### config.mk
export PLATFORM = sky130hd
export DESIGN_NAME = cpu_controller_flat
export DESIGN_NICKNAME = d
export VERILOG_FILES = /design/src/rtl/cpu_controller_pkg.sv /design/src/rtl/cpu_controller_if.sv /design/src/rtl/cpu_controller_instr_decoder.sv /design/src/rtl/cpu_controller.sv /design/src/flat_wrapper.sv
export SDC_FILE = /design/constraint.sdc
export NUM_CORES = 1
export LEC_CHECK = 0
export ABC_CLOCK_PERIOD_IN_PS = 2100
export BUFFER_PORTS_ARGS = -buffer_cell sky130_fd_sc_hd__buf_2
export CAP_MARGIN = 20
export CORE_ASPECT_RATIO = 1.25
export CORE_UTILIZATION = 50
export CTS_CLUSTER_DIAMETER = 100
export DETAILED_ROUTE_END_ITERATION = 10
export PLACE_DENSITY = 0.78
export SLEW_MARGIN = 20
export SYNTH_ARGS = -nofsm -noshare
export SYNTH_HDL_FRONTEND = slang
export SYNTH_SLANG_ARGS = --single-unit
### constraint.sdc
create_clock -name clk -period 2.1 [get_ports clk]
set_input_delay 0.42 -clock clk [delete_from_list [all_inputs] [get_ports clk]]
set_output_delay 0.42 -clock clk [all_outputs]
set_load 0.02 [all_outputs]
### src/rtl/cpu_controller_pkg.sv
// Shared types and encodings for the CPU controller: FSM states, instruction
// classes, field positions and the registered control-word layout.
package cpu_pkg;

    typedef enum logic [2:0] {
        S_WAIT,
        S_DECODE,
        S_WRITE_IMM,
        S_GET_A,
        S_GET_B,
        S_EXEC,
        S_WRITE_REG
    } state_t;

    typedef enum logic [2:0] {
        CLS_ILLEGAL,
        CLS_MOV_IMM,
        CLS_MOV_REG,
        CLS_MVN,
        CLS_ADD,
        CLS_CMP,
        CLS_AND
    } cls_t;

    localparam logic [2:0] OPC_MOV = 3'b110;
    localparam logic [2:0] OPC_ALU = 3'b101;

    localparam logic [1:0] OP_MOV_IMM = 2'b10;
    localparam logic [1:0] OP_MOV_REG = 2'b00;
    localparam logic [1:0] OP_ADD     = 2'b00;
    localparam logic [1:0] OP_CMP     = 2'b01;
    localparam logic [1:0] OP_AND     = 2'b10;
    localparam logic [1:0] OP_MVN     = 2'b11;

    localparam logic [1:0] ALU_ADD  = 2'b00;
    localparam logic [1:0] ALU_SUB  = 2'b01;
    localparam logic [1:0] ALU_AND  = 2'b10;
    localparam logic [1:0] ALU_NOTB = 2'b11;

    localparam int OPC_HI = 15;
    localparam int OPC_LO = 13;
    localparam int OP_HI  = 12;
    localparam int OP_LO  = 11;
    localparam int RN_HI  = 10;
    localparam int RN_LO  = 8;
    localparam int RD_HI  = 7;
    localparam int RD_LO  = 5;
    localparam int SH_HI  = 4;
    localparam int SH_LO  = 3;
    localparam int RM_HI  = 2;
    localparam int RM_LO  = 0;
    localparam int IMM_HI = 7;
    localparam int IMM_LO = 0;

    typedef struct packed {
        logic [1:0] op;
        logic [2:0] rn;
        logic [2:0] rd;
        logic [1:0] sh;
        logic [2:0] rm;
        logic [7:0] imm8;
        cls_t       cls;
    } dec_t;

    typedef struct packed {
        logic        wb_sel;
        logic [2:0]  w_addr;
        logic        w_en;
        logic [2:0]  r_addr;
        logic        en_a;
        logic        en_b;
        logic [1:0]  shift_op;
        logic        sel_a;
        logic        sel_b;
        logic [1:0]  alu_op;
        logic        en_c;
        logic        en_status;
        logic [15:0] datapath_in;
        logic        waiting;
        logic        illegal;
    } ctrl_t;

    function automatic logic signed [15:0] sext8(input logic signed [7:0] v);
        return {{8{v[7]}}, v};
    endfunction

endpackage

### src/rtl/cpu_controller_if.sv
// Instruction/start handshake and datapath control bundle between the
// instruction source (master) and the controller (slave).
interface cpu_controller_if;
    logic        load;
    logic        start;
    logic [15:0] instr;
    logic        wb_sel;
    logic [2:0]  w_addr;
    logic        w_en;
    logic [2:0]  r_addr;
    logic        en_A;
    logic        en_B;
    logic [1:0]  shift_op;
    logic        sel_A;
    logic        sel_B;
    logic [1:0]  ALU_op;
    logic        en_C;
    logic        en_status;
    logic [15:0] datapath_in;
    logic        waiting;
    logic        illegal;

    modport master (
        output load, start, instr,
        input  wb_sel, w_addr, w_en, r_addr, en_A, en_B, shift_op, sel_A,
               sel_B, ALU_op, en_C, en_status, datapath_in, waiting, illegal
    );

    modport slave (
        input  load, start, instr,
        output wb_sel, w_addr, w_en, r_addr, en_A, en_B, shift_op, sel_A,
               sel_B, ALU_op, en_C, en_status, datapath_in, waiting, illegal
    );
endinterface

### src/rtl/cpu_controller_instr_decoder.sv
// Purely combinational split of an instruction word into its fields and
// instruction class.
module instr_decoder
    import cpu_pkg::*;
(
    input  logic [15:0] ir,
    output dec_t        dec
);
    logic [2:0] opcode;

    assign opcode = ir[OPC_HI:OPC_LO];

    always_comb begin
        dec      = '0;
        dec.op   = ir[OP_HI:OP_LO];
        dec.rn   = ir[RN_HI:RN_LO];
        dec.rd   = ir[RD_HI:RD_LO];
        dec.sh   = ir[SH_HI:SH_LO];
        dec.rm   = ir[RM_HI:RM_LO];
        dec.imm8 = ir[IMM_HI:IMM_LO];
        case ({opcode, dec.op})
            {OPC_MOV, OP_MOV_IMM}: dec.cls = CLS_MOV_IMM;
            {OPC_MOV, OP_MOV_REG}: dec.cls = CLS_MOV_REG;
            {OPC_ALU, OP_MVN}:     dec.cls = CLS_MVN;
            {OPC_ALU, OP_ADD}:     dec.cls = CLS_ADD;
            {OPC_ALU, OP_CMP}:     dec.cls = CLS_CMP;
            {OPC_ALU, OP_AND}:     dec.cls = CLS_AND;
            default:               dec.cls = CLS_ILLEGAL;
        endcase
    end
endmodule

### src/rtl/cpu_controller.sv
// Multi-cycle instruction sequencer: holds IR, steps the FSM and drives
// registered Moore controls for the register-file/ALU datapath.
module cpu_controller
    import cpu_pkg::*;
(
    input  logic            clk,
    input  logic            rst,
    cpu_controller_if.slave bus
);
    state_t      state_p0;
    state_t      state_nxt;
    logic [15:0] ir_p0;
    logic [15:0] ir_nxt;
    dec_t        dec;
    ctrl_t       ctrl_p0;

    // Decoding the next IR lets the output register see a same-cycle load.
    assign ir_nxt = (state_p0 == S_WAIT && bus.load) ? bus.instr : ir_p0;

    instr_decoder u_dec (
        .ir  (ir_nxt),
        .dec (dec)
    );

    always_comb begin
        state_nxt = state_p0;
        case (state_p0)
            S_WAIT:      if (bus.start) state_nxt = S_DECODE;
            S_DECODE: begin
                case (dec.cls)
                    CLS_MOV_IMM:                   state_nxt = S_WRITE_IMM;
                    CLS_MOV_REG, CLS_MVN:          state_nxt = S_GET_B;
                    CLS_ADD, CLS_CMP, CLS_AND:     state_nxt = S_GET_A;
                    default:                       state_nxt = S_WAIT;
                endcase
            end
            S_WRITE_IMM: state_nxt = S_WAIT;
            S_GET_A:     state_nxt = S_GET_B;
            S_GET_B:     state_nxt = S_EXEC;
            S_EXEC:      state_nxt = (dec.cls == CLS_CMP) ? S_WAIT : S_WRITE_REG;
            S_WRITE_REG: state_nxt = S_WAIT;
            default:     state_nxt = S_WAIT;
        endcase
    end

    function automatic ctrl_t ctrl_for(input state_t st, input dec_t d);
        ctrl_t c;
        c = '0;
        case (st)
            S_WAIT:   c.waiting = 1'b1;
            S_DECODE: c.illegal = (d.cls == CLS_ILLEGAL);
            S_WRITE_IMM: begin
                c.wb_sel      = 1'b1;
                c.w_en        = 1'b1;
                c.w_addr      = d.rn;
                c.datapath_in = sext8(d.imm8);
            end
            S_GET_A: begin
                c.r_addr = d.rn;
                c.en_a   = 1'b1;
            end
            S_GET_B: begin
                c.r_addr = d.rm;
                c.en_b   = 1'b1;
            end
            S_EXEC: begin
                // MOV reg zeroes the A operand and adds, MVN uses NOT B.
                c.shift_op  = d.sh;
                c.sel_b     = 1'b0;
                c.sel_a     = (d.cls == CLS_MOV_REG || d.cls == CLS_MVN);
                c.alu_op    = (d.cls == CLS_MOV_REG) ? ALU_ADD : d.op;
                c.en_status = (d.cls == CLS_CMP);
                c.en_c      = (d.cls != CLS_CMP);
            end
            S_WRITE_REG: begin
                c.wb_sel = 1'b0;
                c.w_en   = 1'b1;
                c.w_addr = d.rd;
            end
            default: c = '0;
        endcase
        return c;
    endfunction

    // Stage p0: state, IR and the control word for the state being entered.
    always_ff @(posedge clk) begin
        if (rst) begin
            state_p0 <= S_WAIT;
            ir_p0    <= '0;
            ctrl_p0  <= ctrl_for(S_WAIT, '0);
        end else begin
            state_p0 <= state_nxt;
            ir_p0    <= ir_nxt;
            ctrl_p0  <= ctrl_for(state_nxt, dec);
        end
    end

    assign bus.wb_sel      = ctrl_p0.wb_sel;
    assign bus.w_addr      = ctrl_p0.w_addr;
    assign bus.w_en        = ctrl_p0.w_en;
    assign bus.r_addr      = ctrl_p0.r_addr;
    assign bus.en_A        = ctrl_p0.en_a;
    assign bus.en_B        = ctrl_p0.en_b;
    assign bus.shift_op    = ctrl_p0.shift_op;
    assign bus.sel_A       = ctrl_p0.sel_a;
    assign bus.sel_B       = ctrl_p0.sel_b;
    assign bus.ALU_op      = ctrl_p0.alu_op;
    assign bus.en_C        = ctrl_p0.en_c;
    assign bus.en_status   = ctrl_p0.en_status;
    assign bus.datapath_in = ctrl_p0.datapath_in;
    assign bus.waiting     = ctrl_p0.waiting;
    assign bus.illegal     = ctrl_p0.illegal;
endmodule

### src/flat_wrapper.sv
// flat-port wrapper written by rule: the top's interface ports become plain ports
module cpu_controller_flat import cpu_pkg::*;
  (clk, rst, bus_load, bus_start, bus_instr, bus_wb_sel, bus_w_addr, bus_w_en, bus_r_addr, bus_en_A, bus_en_B, bus_shift_op, bus_sel_A, bus_sel_B, bus_ALU_op, bus_en_C, bus_en_status, bus_datapath_in, bus_waiting, bus_illegal);
  cpu_controller_if bus_i ();
  input  logic clk;
  input  logic rst;
  input wire logic [$bits(bus_i.load)-1:0] bus_load;
  input wire logic [$bits(bus_i.start)-1:0] bus_start;
  input wire logic [$bits(bus_i.instr)-1:0] bus_instr;
  output wire logic [$bits(bus_i.wb_sel)-1:0] bus_wb_sel;
  output wire logic [$bits(bus_i.w_addr)-1:0] bus_w_addr;
  output wire logic [$bits(bus_i.w_en)-1:0] bus_w_en;
  output wire logic [$bits(bus_i.r_addr)-1:0] bus_r_addr;
  output wire logic [$bits(bus_i.en_A)-1:0] bus_en_A;
  output wire logic [$bits(bus_i.en_B)-1:0] bus_en_B;
  output wire logic [$bits(bus_i.shift_op)-1:0] bus_shift_op;
  output wire logic [$bits(bus_i.sel_A)-1:0] bus_sel_A;
  output wire logic [$bits(bus_i.sel_B)-1:0] bus_sel_B;
  output wire logic [$bits(bus_i.ALU_op)-1:0] bus_ALU_op;
  output wire logic [$bits(bus_i.en_C)-1:0] bus_en_C;
  output wire logic [$bits(bus_i.en_status)-1:0] bus_en_status;
  output wire logic [$bits(bus_i.datapath_in)-1:0] bus_datapath_in;
  output wire logic [$bits(bus_i.waiting)-1:0] bus_waiting;
  output wire logic [$bits(bus_i.illegal)-1:0] bus_illegal;
  assign bus_i.load = bus_load;
  assign bus_i.start = bus_start;
  assign bus_i.instr = bus_instr;
  assign bus_wb_sel = bus_i.wb_sel;
  assign bus_w_addr = bus_i.w_addr;
  assign bus_w_en = bus_i.w_en;
  assign bus_r_addr = bus_i.r_addr;
  assign bus_en_A = bus_i.en_A;
  assign bus_en_B = bus_i.en_B;
  assign bus_shift_op = bus_i.shift_op;
  assign bus_sel_A = bus_i.sel_A;
  assign bus_sel_B = bus_i.sel_B;
  assign bus_ALU_op = bus_i.ALU_op;
  assign bus_en_C = bus_i.en_C;
  assign bus_en_status = bus_i.en_status;
  assign bus_datapath_in = bus_i.datapath_in;
  assign bus_waiting = bus_i.waiting;
  assign bus_illegal = bus_i.illegal;
  cpu_controller u_core (.clk(clk), .rst(rst), .bus(bus_i));
endmodule
# Word level (Yosys, flattened, before mapping)
# Index checks and enable logic that the tools add are counted.
[totals] reg_bits=47 in_bits=20 out_inout_bits=36 elab_cells=65
[op_classes] n_eq_ne=23 mux=11 bitwise=3 reduce_logical=11
[ops] cell="$eq A5 B5 Y1 const B" count=6
[ops] cell="$eq A3 B3 Y1 const B" count=8
[ops] cell="$pmux W3 S6" count=1
[ops] cell="$mux W16" count=1
[ops] cell="$eq A3 B2 Y1 const B" count=5
[ops] cell="$pmux W3 S5" count=1
[ops] cell="$pmux W5 S2" count=1
[ops] cell="$eq A3 B1 Y1 const B" count=3
[ops] cell="$logic_not A3 Y1" count=3
[ops] cell="$pmux W3 S3" count=1
[ops] cell="$reduce_or A2 Y1" count=4
[ops] cell="$mux W3" count=2
[ops] cell="$pmux W3 S2" count=1
[ops] cell="$reduce_or A3 Y1" count=2
[ops] cell="$mux W1" count=3
[ops] cell="$ne A3 B3 Y1 const B" count=1
[ops] cell="$not A1 Y1" count=3
[ops] cell="$logic_and A1 B1 Y1" count=1
[ops] cell="$logic_or A1 B1 Y1" count=1

# Longest topological paths before layout
[depth] depth_word=12 ltp_mapped=6 mapped_depth_nobuf=4

# Modules after synthesis
# Synthesis repeated with hierarchy kept, for this count alone.
[unflattened] hier_cells=197 hier_area_um2=2028.2
[modules_own_cells] mod="cpu_controller" instances=1 cells_per_inst=167 area_per_inst_um2=1806.7 seq_area_each_um2=920.9
[modules_own_cells] mod="instr_decoder" instances=1 cells_per_inst=30 area_per_inst_um2=221.5 seq_area_each_um2=0.0

# Worst setup path after synthesis
# No wires, ideal clock.
[synth_timing] path_type="input port to flip-flop" startpoint="input port bus_load" endpoint="register u_core.ctrl_p0, in the netlist u_core.bus.waiting" setup_ps=59 arrival_ps=1602 required_ps=2041 path_slack_ps=439 path_stages=6 path_buffers=2 path_cell_list="or4b_1 > buf_2 > and3_1 > buf_6 > a41oi_2 > a31o_1"
[synth_via] elab_chain_cells=10 elab_cells_between_ends=22 cone_classes="eq/ne (12); mux (6); reduce/logical (4)"
[synth_lines] element="start: declaration" line="flat_wrapper.sv:7" source="input wire logic [$bits(bus_i.load)-1:0] bus_load;"
[synth_lines] element="$logic_and A1 B1 Y1 (*)" line="cpu_controller.sv:18" source="assign ir_nxt = (state_p0 == S_WAIT && bus.load) ? bus.instr : ir_p0;"
[synth_lines] element="$mux W16 (*)" line="cpu_controller.sv:18"
[synth_lines] element="$eq A5 B5 Y1" line="cpu_controller_instr_decoder.sv:21" source="case ({opcode, dec.op})"
[synth_lines] element="$pmux W3 S6 (*)" line="cpu_controller_instr_decoder.sv:21"
[synth_lines] element="$eq A3 B3 Y1 (tied with other cells)" line="cpu_controller.sv:30" source="case (dec.cls)"
[synth_lines] element="$reduce_or A3 Y1 or $reduce_or A2 Y1 (tied branches)" line="cpu_controller.sv:30"
[synth_lines] element="$pmux W3 S3" line="cpu_controller.sv:30"
[synth_lines] element="$pmux W3 S5 (*)" line="cpu_controller.sv:27" source="case (state_p0)"
[synth_lines] element="$logic_not A3 Y1 (*)" line="cpu_controller.sv:49" source="case (st)"
[synth_lines] element="$mux W1 (*)" line="cpu_controller.sv:49"
[synth_lines] element="end signal: assignment" line="cpu_controller.sv:90" source="ctrl_p0 <= ctrl_for(S_WAIT, '0);"
[synth_lines] element="end signal: assignment" line="cpu_controller.sv:94" source="ctrl_p0 <= ctrl_for(state_nxt, dec);"
[synth_lines] element="end: declaration" line="cpu_controller.sv:15" source="ctrl_t ctrl_p0;"
# Every way passes the cells marked *; elsewhere a longest branch is shown, timed or not.
# A chain may end at the register's enable or synchronous reset.

# Worst setup path in the final report
[layout_timing] startpoint="register u_core.state_p0[1]" endpoint="register u_core.ctrl_p0, in the netlist u_core.bus.waiting"
[layout_via] elab_chain_cells=11 elab_cells_between_ends=28 cone_classes="eq/ne (16); mux (7); reduce/logical (5)"
[layout_lines] element="start: declaration" line="cpu_controller.sv:10" source="state_t state_p0;"
[layout_lines] element="start signal: assignment" line="cpu_controller.sv:92" source="state_p0 <= state_nxt;"
[layout_lines] element="$logic_not A3 Y1" line="cpu_controller.sv:18, cpu_controller.sv:27"
[layout_lines] element="$logic_and A1 B1 Y1" line="cpu_controller.sv:18"
[layout_lines] element="$mux W16" line="cpu_controller.sv:18"
[layout_lines] element="$eq A5 B5 Y1" line="cpu_controller_instr_decoder.sv:21"
[layout_lines] element="$pmux W3 S6" line="cpu_controller_instr_decoder.sv:21"
[layout_lines] element="$eq A3 B3 Y1 (tied with other cells)" line="cpu_controller.sv:30"
[layout_lines] element="$reduce_or A3 Y1 or $reduce_or A2 Y1 (tied branches)" line="cpu_controller.sv:30"
[layout_lines] element="$pmux W3 S3" line="cpu_controller.sv:30"
[layout_lines] element="$pmux W3 S5 (*)" line="cpu_controller.sv:27"
[layout_lines] element="$logic_not A3 Y1 (*)" line="cpu_controller.sv:49"
[layout_lines] element="$mux W1 (*)" line="cpu_controller.sv:49"
# Marked as above.

==> summary.md <==
| Metric | Value |
|---|---|
| Met2 Usage GRT | `32.7%` |
| Final net count | `271` |
| Detailed Place HPWL | `2790 um` |
| Share of cells above drive strength 1 | `30.2%` |
| IO Port Bufs | `54` |
| Ant diodes | `0` |
| Total CTS buffers | `5` |
| Reg-to-reg slack, setup | `roughly 360 ps` |
| Hold Path End | `u_core.ir_p0[5]` |
| Global routing's busiest layer | `met2` |
| Fin crit share | `82.7%` |
| Core Util, Final | `62.9%` |
| M3 GR Usage | `a little over 6%` |
| Area Growth Syn to Fin | `19.3%` |
| Num rows | `24` |
| Routing usage on met1 | `24.5%` |
| Syn Nets | `221` |
| Largest cells by area after synthesis | `dfxtp_1 (50%), nand2_1 (5.9%), nor2_1 (3.9%)` |
| VDD IR max | `0.524 mV` |
| Routed len/inst | `12.8 um` |
| RR Startpoint | `u_core.state_p0[1]` |
| Core Region | `0.00351 mm^2` |
| CP endpoint kind | `flip-flop` |
| Pin count of the biggest net entering global routing | `19` |
| Register area share after synthesis | `49.7%` |
| Count of final setup violators | `0` |
| Critical Path RT | `2350 ps` |
| Top-count cell post-synth | `dfxtp_1` |
| Synth top cells by count | `dfxtp_1 (46), nand2_1 (29), nor2_1 (19), a21oi_1 (14)` |
| Skew-Pair Late Insertion Delay | `300 ps` |
| Max Cap Viol | `0` |
| Via count | `1565` |
| Design Power | `0.00161 W` |
| Post-synth EDFFs | `0` |
| Number of warnings issued by yosys | `0` |
| Post-CTS Setup Inserts | `0` |
| Die Wd | `56.4 um` |
| Total grt overflow | `0` |
| Post-Synthesis Cells | `201` |
| Hold Startpoint | `bus_instr[5]` |
| Worst min path class | `input pin to flip-flop` |
| Fin Setup TNS | `0 ps` |
| Max-slew violations | `0` |
| Critical path class | `flip-flop to flip-flop` |
| RSZ-0062 raised after global routing | `false` |
| Clock buffer depth | `2` |
| GRT Overall Usage | `about a fifth` |
| Drt total wl | `3730 um` |
| Clock skew | `2.18 ps` |
| First-pass GRT wire length | `6310 um` |
| Initial antenna violation count | `0` |
| Die Area | `0.00395 mm^2` |
| RR Endpoint | `u_core.bus.waiting` |
| Yosys cell types | `42` |
| # clock sinks | `46` |
| Post-Syn Area per Cell | `9.21 um^2` |
| Min Clock Period, post-route | `1740 ps` |
| Yosys top cell by area | `dfxtp_1` |
| Worst-path clk slew | `80 ps` |
| Antenna viol nets, final | `0` |
| Vias in the first global route | `between 1000 and 1500` |
| Initial core utilization | `a little over half` |
| DRC violations left | `0` |
| CTS Hold Bufs | `0` |
| IO Pins | `between 50 and 60` |
| Async set or reset register ratio after synthesis | `0%` |
| PwrDens | `728 mW/mm^2` |
| Post-CTS Resized | `0` |
| Critical Path Source Type | `flip-flop` |
| Post-synth top flop | `dfxtp_1` |
| Chip height | `roughly 70 um` |
| Outcome | `finished clean` |
| R2R cell count | `4` |
| Drt first pass iters | `4` |
| Fmax | `576 MHz` |
| CTS tree | `done` |
| Crit Path Max Fanout | `6` |
| Mapped Area | `0.00185 mm^2` |
| # H-tree levels | `2` |
| Hold Path Stages | `3` |
| Area share of the largest cell type after synthesis | `49.7%` |
| GPL Wtd Cong | `0.922` |
| Static Leak | `between 1 and 1.5 nW` |
| Hold Vio Cnt, Final | `0` |
| DRT iter0 DRCs | `51` |
| Via density | `5.38` |
| Yosys reg bits | `46` |
| CP arrival | `1980 ps` |
| CTS Root Cell | `clkbuf_8` |
## layout by cell type, fill, tap and decap left out, drive strengths merged, types with 2 or more instances in the layout
master	count
a211o	3
a21oi	14
a22oi	3
buf	64
clkbuf	7
dfxtp	46
inv	3
mux2i	5
nand2	29
nand2b	3
nand3	2
nand3b	2
nand4	4
nand4b	2
nor2	19
nor2b	9
nor3	6
nor4	2
o211a	3
o21ai	2
o2bb2ai	3
or4b	2
## how the worst max path moves through the flow
stage / depth (start not counted) / start / slack (ps) / to
2_1_floorplan: 6 / bus_load / 440 / u_core.bus.waiting
3_3_place_gp: 5 / bus_load / 300 / u_core.bus.waiting
3_5_place_dp: 5 / bus_load / 260 / u_core.bus.waiting
4_1_cts: 4 / u_core.state_p0[1] / 370 / u_core.bus.waiting
5_1_grt: 4 / u_core.state_p0[1] / 290 / u_core.bus.waiting
6_report: 4 / u_core.state_p0[1] / 360 / u_core.bus.waiting
## worst max-delay path: stages (launching register included)
cell and delay, ps:
dfxtp_1 320, or4b_1 670, and3_1 290, a41oi_2 240, a31o_1 160
## kinds of logic after synthesis
kind of cell	Yosys count	share of synthesized area, %
and+or+nand+nor	87	24.1
AOI/OAI and AO/OA	38	15.7
other	1	0.203
buffers and inverters	24	7.57
DFF	46	49.7
muxes	5	2.70
## metrics by stage
stage | cells | hold WS [ps] | worst slack [ps] | cell area [um^2]
2_1_floorplan | 201 | 448 | 439 | 1850
3_3_place_gp | 283 | 461 | 298 | 2120
3_5_place_dp | 283 | 464 | 260 | 2120
4_1_cts | 291 | 363 | 367 | 2210
5_1_grt | 291 | 361 | 289 | 2210
6_report | 291 | 371 | 364 | 2210
## where the power goes
part	switching (W)	internal [W]	leakage (nW)	total, W
registers	0.0000147	0.000895	0.374	0.000910
clock network	0.000281	0.000265	0.0482	0.000547
logic	0.0000896	0.0000627	0.580	0.000152
## registers in the layout, indices dropped and copies added (netlist names), 2 cells and up
signal                  flops
u_core.ir_p0               16
u_core.state_p0             3
u_core.bus.shift_op         2
u_core.bus.datapath_in      8
u_core.bus.w_addr           3
u_core.bus.ALU_op           2
u_core.bus.r_addr           3
## per-layer routing
metal / vias up / part of all wire (%)
met5: - / 0
met2: 37 / 51
met4: 0 / 2.1
met3: 8 / 5.4
met1: 733 / 42
li1: 787 / -
## area by class of cell
cell class / instances / area (um^2)
Clock inverter: 1 / 5.00
Multi-Input combinational cell: 131 / 791
Inverter: 3 / 11.3
Clock buffer: 7 / 86.3
Timing Repair Buffer: 64 / 345
Tap cell: 39 / 48.8
Fill cell: 322 / 1310
Sequential cell: 46 / 921
Note: power is estimated with default switching activity, not from simulation.
